--- src/rtl/fsm_ctrl_ws_if.sv ---
// fsm_ctrl_ws_if: control bus between fsm_ctrl_ws (master: opcode/flags/handshake in, datapath controls and status out) and its datapath/memory (slave)
interface fsm_ctrl_ws_if #(
  parameter int STATE_W = 5,
  parameter int CNT_W = 16
);
  logic [3:0] instr;
  logic NOP, N, Z, mem_ready, resume;
  logic PCwrite, AddrSel, MemRead, MemWrite, IRload, R1Sel, MDRload, R1R2Load;
  logic ALU1, ALUOutWrite, RFWrite, RegIn, FlagWrite;
  logic [2:0] ALU2, ALUop;
  logic [STATE_W-1:0] ostate;
  logic halted;
  logic [1:0] err_code;
  logic [CNT_W-1:0] retired;
  modport master (
    input instr, NOP, N, Z, mem_ready, resume,
    output PCwrite, AddrSel, MemRead, MemWrite, IRload, R1Sel, MDRload, R1R2Load,
    output ALU1, ALUOutWrite, RFWrite, RegIn, FlagWrite, ALU2, ALUop,
    output ostate, halted, err_code, retired
  );
  modport slave (
    output instr, NOP, N, Z, mem_ready, resume,
    input PCwrite, AddrSel, MemRead, MemWrite, IRload, R1Sel, MDRload, R1R2Load,
    input ALU1, ALUOutWrite, RFWrite, RegIn, FlagWrite, ALU2, ALUop,
    input ostate, halted, err_code, retired
  );
endinterface

--- src/rtl/fsm_ctrl_ws.sv ---
// fsm_ctrl_ws: multicycle CPU control FSM with memory wait timeout, halt/resume, sticky error code and retired-instruction counter; ports: clock, reset (async high), bus (fsm_ctrl_ws_if.master)
module fsm_ctrl_ws #(
  parameter int STATE_W = 5,
  parameter int TIMEOUT = 15,
  parameter int CNT_W = 16
) (
  input logic clock,
  input logic reset,
  fsm_ctrl_ws_if.master bus
);
  localparam int WAIT_W = TIMEOUT > 1 ? $clog2(TIMEOUT) : 1;
  typedef enum logic [4:0] {
    S_RESET = 5'd0, S_FETCH, S_DECODE, S_ASN, S_WB, S_SHIFT, S_ORI3, S_ORI4, S_ORI5,
    S_LD, S_LDWB, S_ST, S_BPZ, S_BZ, S_BNZ, S_HALT, S_ERR
  } state_t;
  state_t state_q, state_d;
  logic [WAIT_W-1:0] wait_q, wait_d;
  logic [1:0] err_q, err_d;
  logic [CNT_W-1:0] retired_q, retired_d;
  logic mem_state, timed_out;
  always_ff @(posedge clock or posedge reset)
    if (reset) begin
      state_q <= S_RESET;
      wait_q <= '0;
      err_q <= '0;
      retired_q <= '0;
    end else begin
      state_q <= state_d;
      wait_q <= wait_d;
      err_q <= err_d;
      retired_q <= retired_d;
    end
  assign mem_state = state_q inside {S_FETCH, S_LD, S_ST};
  assign timed_out = (TIMEOUT != 0) && mem_state && !bus.mem_ready && (wait_q == WAIT_W'(TIMEOUT - 1));
  always_comb begin
    state_d = state_q;
    bus.PCwrite = 1'b0;
    bus.AddrSel = 1'b0;
    bus.MemRead = 1'b0;
    bus.MemWrite = 1'b0;
    bus.IRload = 1'b0;
    bus.R1Sel = 1'b0;
    bus.MDRload = 1'b0;
    bus.R1R2Load = 1'b0;
    bus.ALU1 = 1'b0;
    bus.ALUOutWrite = 1'b0;
    bus.RFWrite = 1'b0;
    bus.RegIn = 1'b0;
    bus.FlagWrite = 1'b0;
    bus.ALU2 = 3'b000;
    bus.ALUop = 3'b000;
    case (state_q)
      S_RESET: state_d = S_FETCH;
      S_FETCH: begin
        bus.AddrSel = 1'b1;
        bus.MemRead = 1'b1;
        bus.ALU2 = 3'b001;
        bus.PCwrite = bus.mem_ready;
        bus.IRload = bus.mem_ready;
        state_d = bus.mem_ready ? S_DECODE : timed_out ? S_ERR : S_FETCH;
      end
      S_DECODE: begin
        bus.R1R2Load = 1'b1;
        state_d = bus.instr inside {4'b0100, 4'b0110, 4'b1000} ? S_ASN
          : bus.instr[2:0] == 3'b011 ? S_SHIFT
          : bus.instr[2:0] == 3'b111 ? S_ORI3
          : bus.instr == 4'b0000 ? S_LD
          : bus.instr == 4'b0010 ? S_ST
          : bus.instr == 4'b1101 ? S_BPZ
          : bus.instr == 4'b0101 ? S_BZ
          : bus.instr == 4'b1001 ? S_BNZ
          : bus.instr == 4'b0001 ? (bus.NOP ? S_FETCH : S_HALT)
          : S_ERR;
      end
      S_ASN: begin
        bus.ALU1 = 1'b1;
        bus.ALUOutWrite = 1'b1;
        bus.FlagWrite = 1'b1;
        bus.ALUop = bus.instr == 4'b0110 ? 3'b001 : bus.instr == 4'b1000 ? 3'b011 : 3'b000;
        state_d = S_WB;
      end
      S_SHIFT: begin
        bus.ALU1 = 1'b1;
        bus.ALU2 = 3'b100;
        bus.ALUop = 3'b100;
        bus.ALUOutWrite = 1'b1;
        bus.FlagWrite = 1'b1;
        state_d = S_WB;
      end
      S_WB: begin
        bus.RFWrite = 1'b1;
        state_d = S_FETCH;
      end
      S_ORI3: begin
        bus.R1Sel = 1'b1;
        bus.R1R2Load = 1'b1;
        state_d = S_ORI4;
      end
      S_ORI4: begin
        bus.ALU1 = 1'b1;
        bus.ALU2 = 3'b011;
        bus.ALUop = 3'b010;
        bus.ALUOutWrite = 1'b1;
        bus.FlagWrite = 1'b1;
        state_d = S_ORI5;
      end
      S_ORI5: begin
        bus.R1Sel = 1'b1;
        bus.RFWrite = 1'b1;
        state_d = S_FETCH;
      end
      S_LD: begin
        bus.MemRead = 1'b1;
        bus.MDRload = bus.mem_ready;
        state_d = bus.mem_ready ? S_LDWB : timed_out ? S_ERR : S_LD;
      end
      S_LDWB: begin
        bus.ALUOutWrite = 1'b1;
        bus.RFWrite = 1'b1;
        bus.RegIn = 1'b1;
        state_d = S_FETCH;
      end
      S_ST: begin
        bus.MemWrite = 1'b1;
        state_d = bus.mem_ready ? S_FETCH : timed_out ? S_ERR : S_ST;
      end
      S_BPZ, S_BZ, S_BNZ: begin
        bus.ALU2 = 3'b010;
        bus.PCwrite = state_q == S_BPZ ? !bus.N : state_q == S_BZ ? bus.Z : !bus.Z;
        state_d = S_FETCH;
      end
      S_HALT: state_d = bus.resume ? S_FETCH : S_HALT;
      default: state_d = S_ERR;
    endcase
    // only DECODE can reach ERR through an opcode; every other entry is a memory timeout
    err_d = (state_d == S_ERR && state_q != S_ERR) ? (state_q == S_DECODE ? 2'b10 : 2'b01) : err_q;
    // any state change clears the count, so FETCH/LD/ST always start a fresh wait
    wait_d = state_d != state_q ? '0 : (mem_state && !bus.mem_ready && TIMEOUT != 0) ? wait_q + 1'b1 : wait_q;
    retired_d = (state_d == S_FETCH && !(state_q inside {S_RESET, S_FETCH, S_HALT})) ? retired_q + 1'b1 : retired_q;
  end
  assign bus.ostate = STATE_W'(state_q);
  assign bus.halted = state_q == S_HALT;
  assign bus.err_code = err_q;
  assign bus.retired = retired_q;
endmodule

--- src/flat_wrapper.sv ---
// flat-port wrapper written by rule: the top's interface ports become plain ports
module fsm_ctrl_ws_flat 
#(
  parameter int STATE_W = 5,
  parameter int TIMEOUT = 15,
  parameter int CNT_W = 16
)
  (clock, reset, bus_instr, bus_NOP, bus_N, bus_Z, bus_mem_ready, bus_resume, bus_PCwrite, bus_AddrSel, bus_MemRead, bus_MemWrite, bus_IRload, bus_R1Sel, bus_MDRload, bus_R1R2Load, bus_ALU1, bus_ALUOutWrite, bus_RFWrite, bus_RegIn, bus_FlagWrite, bus_ALU2, bus_ALUop, bus_ostate, bus_halted, bus_err_code, bus_retired);
  fsm_ctrl_ws_if #(.STATE_W(STATE_W), .CNT_W(CNT_W)) bus_i ();
  input logic clock;
  input logic reset;
  input wire logic [$bits(bus_i.instr)-1:0] bus_instr;
  input wire logic [$bits(bus_i.NOP)-1:0] bus_NOP;
  input wire logic [$bits(bus_i.N)-1:0] bus_N;
  input wire logic [$bits(bus_i.Z)-1:0] bus_Z;
  input wire logic [$bits(bus_i.mem_ready)-1:0] bus_mem_ready;
  input wire logic [$bits(bus_i.resume)-1:0] bus_resume;
  output wire logic [$bits(bus_i.PCwrite)-1:0] bus_PCwrite;
  output wire logic [$bits(bus_i.AddrSel)-1:0] bus_AddrSel;
  output wire logic [$bits(bus_i.MemRead)-1:0] bus_MemRead;
  output wire logic [$bits(bus_i.MemWrite)-1:0] bus_MemWrite;
  output wire logic [$bits(bus_i.IRload)-1:0] bus_IRload;
  output wire logic [$bits(bus_i.R1Sel)-1:0] bus_R1Sel;
  output wire logic [$bits(bus_i.MDRload)-1:0] bus_MDRload;
  output wire logic [$bits(bus_i.R1R2Load)-1:0] bus_R1R2Load;
  output wire logic [$bits(bus_i.ALU1)-1:0] bus_ALU1;
  output wire logic [$bits(bus_i.ALUOutWrite)-1:0] bus_ALUOutWrite;
  output wire logic [$bits(bus_i.RFWrite)-1:0] bus_RFWrite;
  output wire logic [$bits(bus_i.RegIn)-1:0] bus_RegIn;
  output wire logic [$bits(bus_i.FlagWrite)-1:0] bus_FlagWrite;
  output wire logic [$bits(bus_i.ALU2)-1:0] bus_ALU2;
  output wire logic [$bits(bus_i.ALUop)-1:0] bus_ALUop;
  output wire logic [$bits(bus_i.ostate)-1:0] bus_ostate;
  output wire logic [$bits(bus_i.halted)-1:0] bus_halted;
  output wire logic [$bits(bus_i.err_code)-1:0] bus_err_code;
  output wire logic [$bits(bus_i.retired)-1:0] bus_retired;
  assign bus_i.instr = bus_instr;
  assign bus_i.NOP = bus_NOP;
  assign bus_i.N = bus_N;
  assign bus_i.Z = bus_Z;
  assign bus_i.mem_ready = bus_mem_ready;
  assign bus_i.resume = bus_resume;
  assign bus_PCwrite = bus_i.PCwrite;
  assign bus_AddrSel = bus_i.AddrSel;
  assign bus_MemRead = bus_i.MemRead;
  assign bus_MemWrite = bus_i.MemWrite;
  assign bus_IRload = bus_i.IRload;
  assign bus_R1Sel = bus_i.R1Sel;
  assign bus_MDRload = bus_i.MDRload;
  assign bus_R1R2Load = bus_i.R1R2Load;
  assign bus_ALU1 = bus_i.ALU1;
  assign bus_ALUOutWrite = bus_i.ALUOutWrite;
  assign bus_RFWrite = bus_i.RFWrite;
  assign bus_RegIn = bus_i.RegIn;
  assign bus_FlagWrite = bus_i.FlagWrite;
  assign bus_ALU2 = bus_i.ALU2;
  assign bus_ALUop = bus_i.ALUop;
  assign bus_ostate = bus_i.ostate;
  assign bus_halted = bus_i.halted;
  assign bus_err_code = bus_i.err_code;
  assign bus_retired = bus_i.retired;
  fsm_ctrl_ws #(.STATE_W(STATE_W), .TIMEOUT(TIMEOUT), .CNT_W(CNT_W)) u_core (.clock(clock), .reset(reset), .bus(bus_i));
endmodule
--- config.mk ---
export PLATFORM = sky130hd
export DESIGN_NAME = fsm_ctrl_ws_flat
export DESIGN_NICKNAME = d
export VERILOG_FILES = /design/src/rtl/fsm_ctrl_ws_if.sv /design/src/rtl/fsm_ctrl_ws.sv /design/src/flat_wrapper.sv
export SDC_FILE = /design/constraint.sdc
export NUM_CORES = 1
export LEC_CHECK = 0
export ABC_AREA = 1
export ABC_CLOCK_PERIOD_IN_PS = 1670
export CAP_MARGIN = 10
export CORE_MARGIN = 2
export CORE_UTILIZATION = 31
export DETAILED_ROUTE_END_ITERATION = 6
export SYNTH_ARGS = -nofsm -noshare
export SYNTH_HDL_FRONTEND = slang
export SYNTH_SLANG_ARGS = --single-unit
--- constraint.sdc ---
create_clock -name clock -period 1.67 [get_ports clock]
set_input_delay 0.167 -clock clock [delete_from_list [all_inputs] [get_ports clock]]
set_output_delay 0.167 -clock clock [all_outputs]
set_load 0.03 [all_outputs]
# ---- Word-level counts from Yosys, hierarchy flattened
# Cells that the tools add are included.
dict set report word_totals {
  reg_bits 27
  latch_bits 0
  ram_bits 0
  romBits 0
  in_bits 11
  output_inout_bits 43
  wordCells 98
  mem_count 0
}
dict set report classes {
  add_sub_neg 2
  n_mul 0
  div 0
  n_lt_le_gt_ge 0
  n_eq_ne 30
  shifts 0
  muxes 39
  bitwise 0
  reduce_logical 23
}
# op n
set ops {}
lappend ops {{$mux W5} 15}
lappend ops {{$pmux W5 S9} 1}
lappend ops {{$eq A5 B4 Y1 const B} 8}
lappend ops {{$eq A5 B3 Y1 const B} 4}
lappend ops {{$add A16 B1 Y16 const B} 1}
lappend ops {{$eq A4 B4 Y1 const B} 4}
lappend ops {{$mux W4} 4}
lappend ops {{$mux W1} 13}
lappend ops {{$eq A4 B3 Y1 const B} 3}
lappend ops {{$pmux W3 S4} 1}
lappend ops {{$eq A5 B1 Y1 const B} 2}
lappend ops {{$eq A5 B2 Y1 const B} 2}
lappend ops {{$pmux W3 S3} 1}
lappend ops {{$reduce_bool A3 Y1} 3}
lappend ops {{$reduce_or A3 Y1} 3}
lappend ops {{$reduce_or A2 Y1} 4}
lappend ops {{$reduce_or A7 Y1} 1}
lappend ops {{$eq A5 B5 Y1 const B} 1}
lappend ops {{$logic_not A5 Y1} 1}
lappend ops {{$ne A5 B5 Y1} 1}
lappend ops {{$ne A5 B5 Y1 const B} 1}
lappend ops {{$add A4 B1 Y4 const B} 1}
lappend ops {{$eq A4 B1 Y1 const B} 1}
lappend ops {{$eq A4 B2 Y1 const B} 1}
lappend ops {{other kinds (10)} 17}

# ---- Longest topological paths before layout
# Gate-level depths: netlist (run 1).
dict set report logic_depth {
  ltp_word 13
  depth_mapped 15
  ltp_nobuf 14
}

# ---- Least setup slack after synthesis (run 1)
# No wires, ideal clock.
dict set report synth_timing {
  path_type {flip-flop to output port}
  from {reg u_core.state_q[0] (netlist: u_core.bus.ostate[0])}
  to {out bus_PCwrite}
  arrival_time_ns 2.256
  t_required_ns 1.503
  slack_ns -0.753
  stages_incl_launch_ff 6
  n_path_buf 1
  path_cell_list {dfrtp_1 > buf_2 > nand3_2 > nor2_1 > clkinv_1 > o21ai_0}
}
dict set report synth_via {
  elab_chain_cells 4
  word_cells_on_any_way 8
  classes_between {4 x eq/ne; 3 x mux; 1 x reduce/logical}
}
# item line_no
set synth_rtl {}
lappend synth_rtl {{from (decl)} fsm_ctrl_ws.sv:16} ;# state_t state_q, state_d;
lappend synth_rtl {{from (signal assigned)} fsm_ctrl_ws.sv:28} ;# state_q <= state_d;
lappend synth_rtl {{$eq A5 B4 Y1} {fsm_ctrl_ws.sv:52, fsm_ctrl_ws.sv:129}}
lappend synth_rtl {{$mux W1 (2 in series)} fsm_ctrl_ws.sv:129} ;# bus.PCwrite = state_q == S_BPZ ? !bus.N : state_q == S_BZ ? bus.Z : !bus.Z;
lappend synth_rtl {{$pmux W1 S2 *} fsm_ctrl_ws.sv:52} ;# case (state_q)
lappend synth_rtl {{to (decl)} flat_wrapper.sv:18} ;# output wire logic [$bits(bus_i.PCwrite)-1:0] bus_PCwrite;
# Mark *: on every way between the ends. The rest lies on a longest branch, timed or not.

# ---- Worst setup path after layout (run 1)
dict set report layout_timing {
  from {reg u_core.state_q[1] (netlist: u_core.bus.ostate[1])}
  to {out bus_ALU1}
}
dict set report layout_via {
  elab_chain_cells 3
  word_cells_on_any_way 5
  classes_between {3 x eq/ne; 1 x mux; 1 x reduce/logical}
}
# item line_no
set layout_rtl {}
lappend layout_rtl {{$eq A5 B2 Y1 / $eq A5 B3 Y1 (equally long branches)} fsm_ctrl_ws.sv:52}
lappend layout_rtl {{$reduce_or A3 Y1 (no line) *} n/a}
lappend layout_rtl {{$mux W1 *} fsm_ctrl_ws.sv:52}
lappend layout_rtl {{to (decl)} flat_wrapper.sv:26} ;# output wire logic [$bits(bus_i.ALU1)-1:0] bus_ALU1;
# Marked as above.

==> impl_results.md, run 1 <==
- Status: finished with violations
- Violated checks: negative setup slack
- Worst-Skew Late Latency: 290 ps
- Post-synth ARST share: 1.00
- Fin. Hold Viols: 0
- Internal: 0.000877 W
- Tcrit/Tclk final: 1.17
- Critical path peak fanout: 4
- Sequential Area: 682 sq um
- Fin area: 3880 sq um
- Transition time of the tightest slew-check pin: 346 ps
- Critical path arrival: 1790 ps
- Post-Route Utilization: 0.619
- Most common cell in the synthesized netlist: nand2_1
- Via density: 4.75
- Number of flops mapped to enable cells by yosys: 0
- Cells after synthesis: 299
- Final nets: 462
- Ranking of synthesized cells by area: dfrtp_1 34%, nand2_1 18%, nand3_1 8.0%
- Share of layout cells above drive strength 1: 0.468
- Sum of negative setup slack: -6640 ps
- Avg Cell Area, Syn: 6.67 sq um
- Clock skew: 8.05 ps
- Clk pwr share: 0.350
- Multi-input gate area: 1530 sq um
- Crit start category: register
- CTS root buffer: clkbuf_8
- Psw: 0.000284 W
- CORE AREA: 6280 sq um
- Fin worst setup slack: -282 ps
- CP required: 1500 ps
- Initial Utilization: 0.318
- Initial antenna violation count: 0
- Leakage power: 2.08 nW
- Final Power: 0.00116 W
- Yosys cell types: 30
- Hold_buf cts: 0
- Area share of the largest cell type after synthesis: 0.339
- CTS Sinks: 27
- P per Cell Area: 299 nW/um^2
- Routed WL: 7200 um
- Yosys warning count: 0
- Wire per inst: 13.7 um
- 1st-iter DRT viols: 198
- F_max: 512 MHz
- Port bufs: 53
- Hold Crit Class: input port to asynchronous set/reset pin
- Die Span X: 84.2 um
- Largest net degree at the start of global routing: 28
- RSZ-0062 raised after global routing: yes
- CTS tree: done
- Final critical-path required period: 1950 ps
- Cell Area, Placed: 3140 sq um
- Synth cell count leaders: 98 x nand2_1, 40 x nor2_1, 32 x nand3_1
- Total GRT Usage: 0.191
- DRC Markers: 0
- Post-Syn Area: 1990 sq um
- Clock transition at path regs: 100 ps
- FF-to-FF path depth: 14
- Initial DRT Pass Iterations: 4
- Area leader, netlist: dfrtp_1
- Worst Path Class, Setup: register to primary output
- Diode count: 0
- Max Root-Sink Buffers: 2
- Number of global-route vias before repair: 2347
- Routed Antenna Nets: 0
- Layout fillers: 511
- H-tree depth: 1
- CTS buffer count: 3
- Max cap viols: 0
- Die area: 7090 sq um
- Seq/Total Area, Yosys: 0.339
- Layout area overhead: 94.9%
- Switching Share: 0.245
- Number of synthesized register bits: 27
- Pins over their slew limit: 0
- Largest vdd supply drop: 0.000546 V
- Main flop type after synthesis: dfrtp_1
- Final setup vio count: 40
- Std-Cell Rows: 29
- Gate power share: 0.087
- Normalized max-slew margin: 0.769
- Io pins: 54
- Die Height: 84.2 um
- Syn_nets: 313
- Overflow after GRT: 0
- Pre-CTS setup slack: -332 ps
- CP endpoint kind: primary output
- Sequential power share: 0.563
- Placer Congestion: 0.882
- Vias: 2490
- First-pass GRT wire length: 11100 um
- Dpl hpwl: 4580 um
## power groups by stage
stage	logic [W]	registers, W	clock network (W)
2_1_floorplan	0.0000356	0.000666	0
3_3_place_gp	0.0000921	0.000666	0
3_5_place_dp	0.0000930	0.000666	0
4_1_cts	0.0000967	0.000653	0.000417
5_1_grt	0.000113	0.000653	0.000452
6_report	0.000101	0.000653	0.000407
## registers in the layout, indices dropped and copies added (netlist names)
name                 flops
u_core.bus.retired      16
u_core.wait_q            4
u_core.bus.err_code      2
u_core.bus.ostate        5
## placed cells by master, fill, tap and decap left out, drive strengths merged, types with 3 or more instances in the layout
cell,synthesis,layout
a21oi,5,5
buf,5,115
clkbuf,0,3
clkdlybuf4s50,0,21
dfrtp,27,27
dlygate4sd2,0,3
dlymetal6s2s,0,8
ha,3,3
inv,33,34
nand2,99,100
nand3,34,34
nand4,8,8
nor2,46,46
nor3,3,3
o21ai,9,9
xnor2,5,5
xor2,12,12
## per-stage QoR
| step | hold slack [ps] | cells |
|---|---|---|
| 2_1_floorplan | 219 | 299 |
| 3_3_place_gp | 468 | 493 |
| 3_5_place_dp | 462 | 493 |
| 4_1_cts | 230 | 520 |
| 5_1_grt | 258 | 524 |
| 6_report | 222 | 524 |
## layout make-up
| class | count | area share |
|---|---|---|
| clock buffer | 3 | 0.0106 |
| inverter | 34 | 0.0351 |
| timing repair buffer | 148 | 0.359 |
| multi-input combinational | 234 | 0.393 |
| sequential | 27 | 0.176 |
| clock inverter | 1 | 0.00225 |
| tap | 77 | 0.0248 |
## final timing paths
check / from / end / slack, ps
max in group asynchronous: reset / u_core.bus.ostate[4]$_DFF_PP0_ / 1160
worst max register to register: u_core.bus.ostate[1]$_DFF_PP0_ / u_core.bus.retired[4]$_DFFE_PP0P_ / -220
min in group clock: u_core.bus.err_code[1]$_DFFE_PP0P_ / u_core.bus.err_code[1]$_DFFE_PP0P_ / 490
worst min register to register: u_core.bus.err_code[1]$_DFFE_PP0P_ / u_core.bus.err_code[1]$_DFFE_PP0P_ / 490
worst min-delay path: reset / u_core.bus.retired[15]$_DFFE_PP0P_ / 220
worst max-delay path: u_core.bus.ostate[1]$_DFF_PP0_ / bus_ALU1 / -280
## kinds of logic after synthesis
kind of cell,Yosys count,share of synthesized area
DFF,27,0.339
buffers and inverters,39,0.0810
xor gates and xnor gates,17,0.0747
adders and majority gates,3,0.0188
AOI/OAI and AO/OA,19,0.0628
and+or+nand+nor,194,0.424
## critical path, cell delays in order, from the launching register on
cell and delay, ps:
dfrtp_2 480, buf_12 130, nand2_8 50, nor2_4 140
inv_2 90, nor2_4 130, nor2_2 50, buf_4 130
buf_6 110, nand2_4 60, buf_6 130
## layer usage
metal	GRT usage	vias up	share of wire
li1	-	1255	-
met4	0.0484	0	0.023
met2	0.317	72	0.51
met1	0.262	1142	0.43
met3	0.0275	21	0.045
met5	0	-	0
## what timing repair did
item | 4_1_cts | 5_1_grt
endpoints found under the hold margin | 0 | 0
gates resized for setup | 61 | 68
buffers inserted | 22 | 11
pin swaps | 17 | 30
cloned | 2 | 0
endpoints found under the setup margin | 40 | 49
(Power assumes the default switching activity.)
==> inputs of run 2 (changes only) <==
Settings changed: ABC_AREA 1 to not set, CORE_ASPECT_RATIO set to 0.5.
==> run 2 against run 1 <==
Against the previous run: the run still ends with negative setup slack left; first-iteration DRC count fell by 61%; cell count fell by 16%; clock-buffer cell count rose by 1; combinational power rose to 42 times the previous value; sequential power rose by 46%; critical path depth fell by 1; sequential share of layout area rose by 0.40 points; flip-flop and latch count did not move.
==> impl_results.md, run 2 <==
- Status: finished with violations
- Violated checks: negative setup slack
- Most common cell in the synthesized netlist: dfrtp_1
- Most common cell after layout, fill and taps aside: buf_4
- Clock skew: 3.18 ps
- Dpl hpwl: 4720 um
- Clk pwr share: 0.094
- Max cap viols: 0
- Sequential power share: 0.167
- Wire per inst: 15.5 um
- Post-Syn Area: 1960 sq um
- Fin. Hold Viols: 0
- Total GRT Usage: 0.199
- Crit start category: register
- H-tree depth: 1
- RSZ-0062 raised after global routing: yes
- Mux cell area share after synthesis: 0.0109
- Ranking of synthesized cells by area: dfrtp_1 35%, xor2_1 6.3%, nor3_1 4.9%
- Yosys cell types: 54
- Hold_buf cts: 0
- Simple-gate share of the synthesized area: 0.342
- Routed Antenna Nets: 0
- Worst-Skew Late Latency: 260 ps
- Number of flops mapped to enable cells by yosys: 0
- Syn_nets: 236
- Sum of negative setup slack: -12660 ps
- Gate power share: 0.739
- Main flop type after synthesis: dfrtp_1
- Synth cell count leaders: 27 x dfrtp_1, 21 x nand2_1, 19 x nor3_1
- Number of synthesized register bits: 27
- Finished Layout Cells: 441
- Initial antenna violation count: 0
- Pre-CTS setup slack: -776 ps
- CTS root buffer: clkbuf_16
- Seq/Total Area, Yosys: 0.345
- Area leader, netlist: dfrtp_1
- Worst Path Class, Setup: register to register
- Io pins: 54
- Area share of the largest cell type after synthesis: 0.345
- Initial Utilization: 0.322
- Hold Crit Class: input port to asynchronous set/reset pin
- Final critical-path required period: 2250 ps
- CTS tree: done
- Sequential Area: 682 sq um
- Port bufs: 53
- Clock transition at path regs: 60 ps
- Layout fillers: 510
- Die Height: 60.2 um
- CP required: 1850 ps
- Cell Area, Placed: 3150 sq um
- Synth Area in Adders: 0.0192
- CTS buffer count: 3
- Final setup vio count: 36
- Leakage power: 1.77 nW
- Max reg flops: 16
- Layout area overhead: 94.1%
- DRC Markers: 0
- Placed Instances: 420
- CTS Sinks: 27
- CP endpoint kind: register
- Placer Congestion: 0.840
- Overflow after GRT: 0
- Post-synth ARST share: 1.00
- Yosys warning count: 0
- Max Root-Sink Buffers: 2
- Psw: 0.00253 W
- Compound-Gate Fraction of Synth Area: 0.118
- 1st-iter DRT viols: 77
- Number of global-route vias before repair: 2204
- Pins over their slew limit: 0
- Transition time of the tightest slew-check pin: 340 ps
- F_max: 444 MHz
- Post-synthesis xor/xnor area fraction: 0.0985
- Hold slack: 290 ps
- Critical path arrival: 2430 ps
- Die area: 7000 sq um
- Largest vdd supply drop: 0.000860 V
- Largest net degree at the start of global routing: 28
- Fin area: 3800 sq um
- Critical path peak fanout: 10
- Switching Share: 0.442
- Cells after synthesis: 222
- Final nets: 368
- Std-Cell Rows: 20
- Share of layout cells above drive strength 1: 0.524
- Diode count: 0
- Routed WL: 6830 um
- Most frequent cells in the layout: 63 x buf_4, 41 x buf_6, 24 x clkdlybuf4s50_1
- Multi-input gate area: 1570 sq um
- Avg Cell Area, Syn: 8.81 sq um
- CORE AREA: 6080 sq um
- Largest family of logic cells by synthesized area: simple AND/OR/NAND/NOR gates
- P per Cell Area: 1510 nW/um^2
- Initial DRT Pass Iterations: 4
- Fin worst setup slack: -583 ps
- Via density: 5.08
- Normalized max-slew margin: 0.774
- Tcrit/Tclk final: 1.35
- Vias: 2241
- Internal: 0.00319 W
- First-pass GRT wire length: 10800 um
- Die Span X: 116 um
## run 2: changes by cell type after synthesis, moves of 9 or more
cell     change
inv_1       -16
inv_2        -9
nand2_1     -77
nand3_1     -20
nor2_1      -26
nor3_1      +16
## run 2: kinds of logic after synthesis
family                     count (synthesis)
AOI/OAI and AO/OA                         29
muxes                                      2
and+or+nand+nor                          117
DFF                                       27
adders and majority gates                  3
buffers and inverters                     22
xor gates and xnor gates                  22
## run 2: timing repair
| item | in CTS | in global routing |
|---|---|---|
| gates resized for setup | 65 | 46 |
| pin swaps | 21 | 20 |
| setup endpoints to repair | 46 | 44 |
| setup buffers | 15 | 5 |
| cloned | 1 | 0 |
## run 2: path summary, 6_finish.rpt
check                                              startpoint                            endpoint  slack [ps]  depth (start not counted)
max reg2reg                    u_core.bus.ostate[1]$_DFF_PP0_   u_core.bus.retired[7]$_DFFE_PP0P_        -580                          9
max in group asynchronous                               reset      u_core.bus.ostate[4]$_DFF_PP0_        1110                          3
max                            u_core.bus.ostate[1]$_DFF_PP0_   u_core.bus.retired[7]$_DFFE_PP0P_        -580                          9
min in group clock         u_core.bus.retired[15]$_DFFE_PP0P_  u_core.bus.retired[15]$_DFFE_PP0P_         470                          1
min reg2reg                u_core.bus.retired[15]$_DFFE_PP0P_  u_core.bus.retired[15]$_DFFE_PP0P_         470                          1
min                                                     reset        u_core.wait_q[3]$_DFFE_PP0P_         290                          3
## run 2: critical path, stage by stage, from the launching register on
cell	delay (ps)
dfrtp_2	430
buf_12	140
buf_4	130
nand3b_4	90
nor3_4	60
a311o_1	370
a211o_1	290
buf_12	170
nor4_4	290
xor2_1	180
## run 2: layout make-up
class | count | share of cell area
timing repair buffer | 141 | 0.350
sequential | 27 | 0.180
multi-input combinational | 173 | 0.413
clock buffer | 4 | 0.0208
tap | 88 | 0.0290
inverter | 8 | 0.00791
## run 2: power groups by stage
stage	registers [W]	clock network [W]	logic [W]
final	0.000954	0.000537	0.00423
after global routing	0.000971	0.000576	0.00447
after CTS	0.000935	0.000550	0.00393
after detailed placement	0.00103	0	0.00315
after global placement	0.00103	0	0.00311
after floorplan	0.00116	0	0.00175
## run 2: stage by stage
stage	total power, W	utilization
6_report	0.00572	0.625
5_1_grt	0.00602	0.625
4_1_cts	0.00542	0.589
3_5_place_dp	0.00419	0.519
3_3_place_gp	0.00414	0.519
2_1_floorplan	0.00291	-
## run 2: per-layer routing
| layer | track usage | vias up | share of wire |
|---|---|---|---|
| li1 | - | 1060 | - |
| met1 | 0.262 | 1108 | 0.44 |
| met2 | 0.351 | 65 | 0.50 |
| met3 | 0.0264 | 8 | 0.046 |
| met4 | 0.0459 | 0 | 0.013 |
| met5 | 0 | - | 0 |
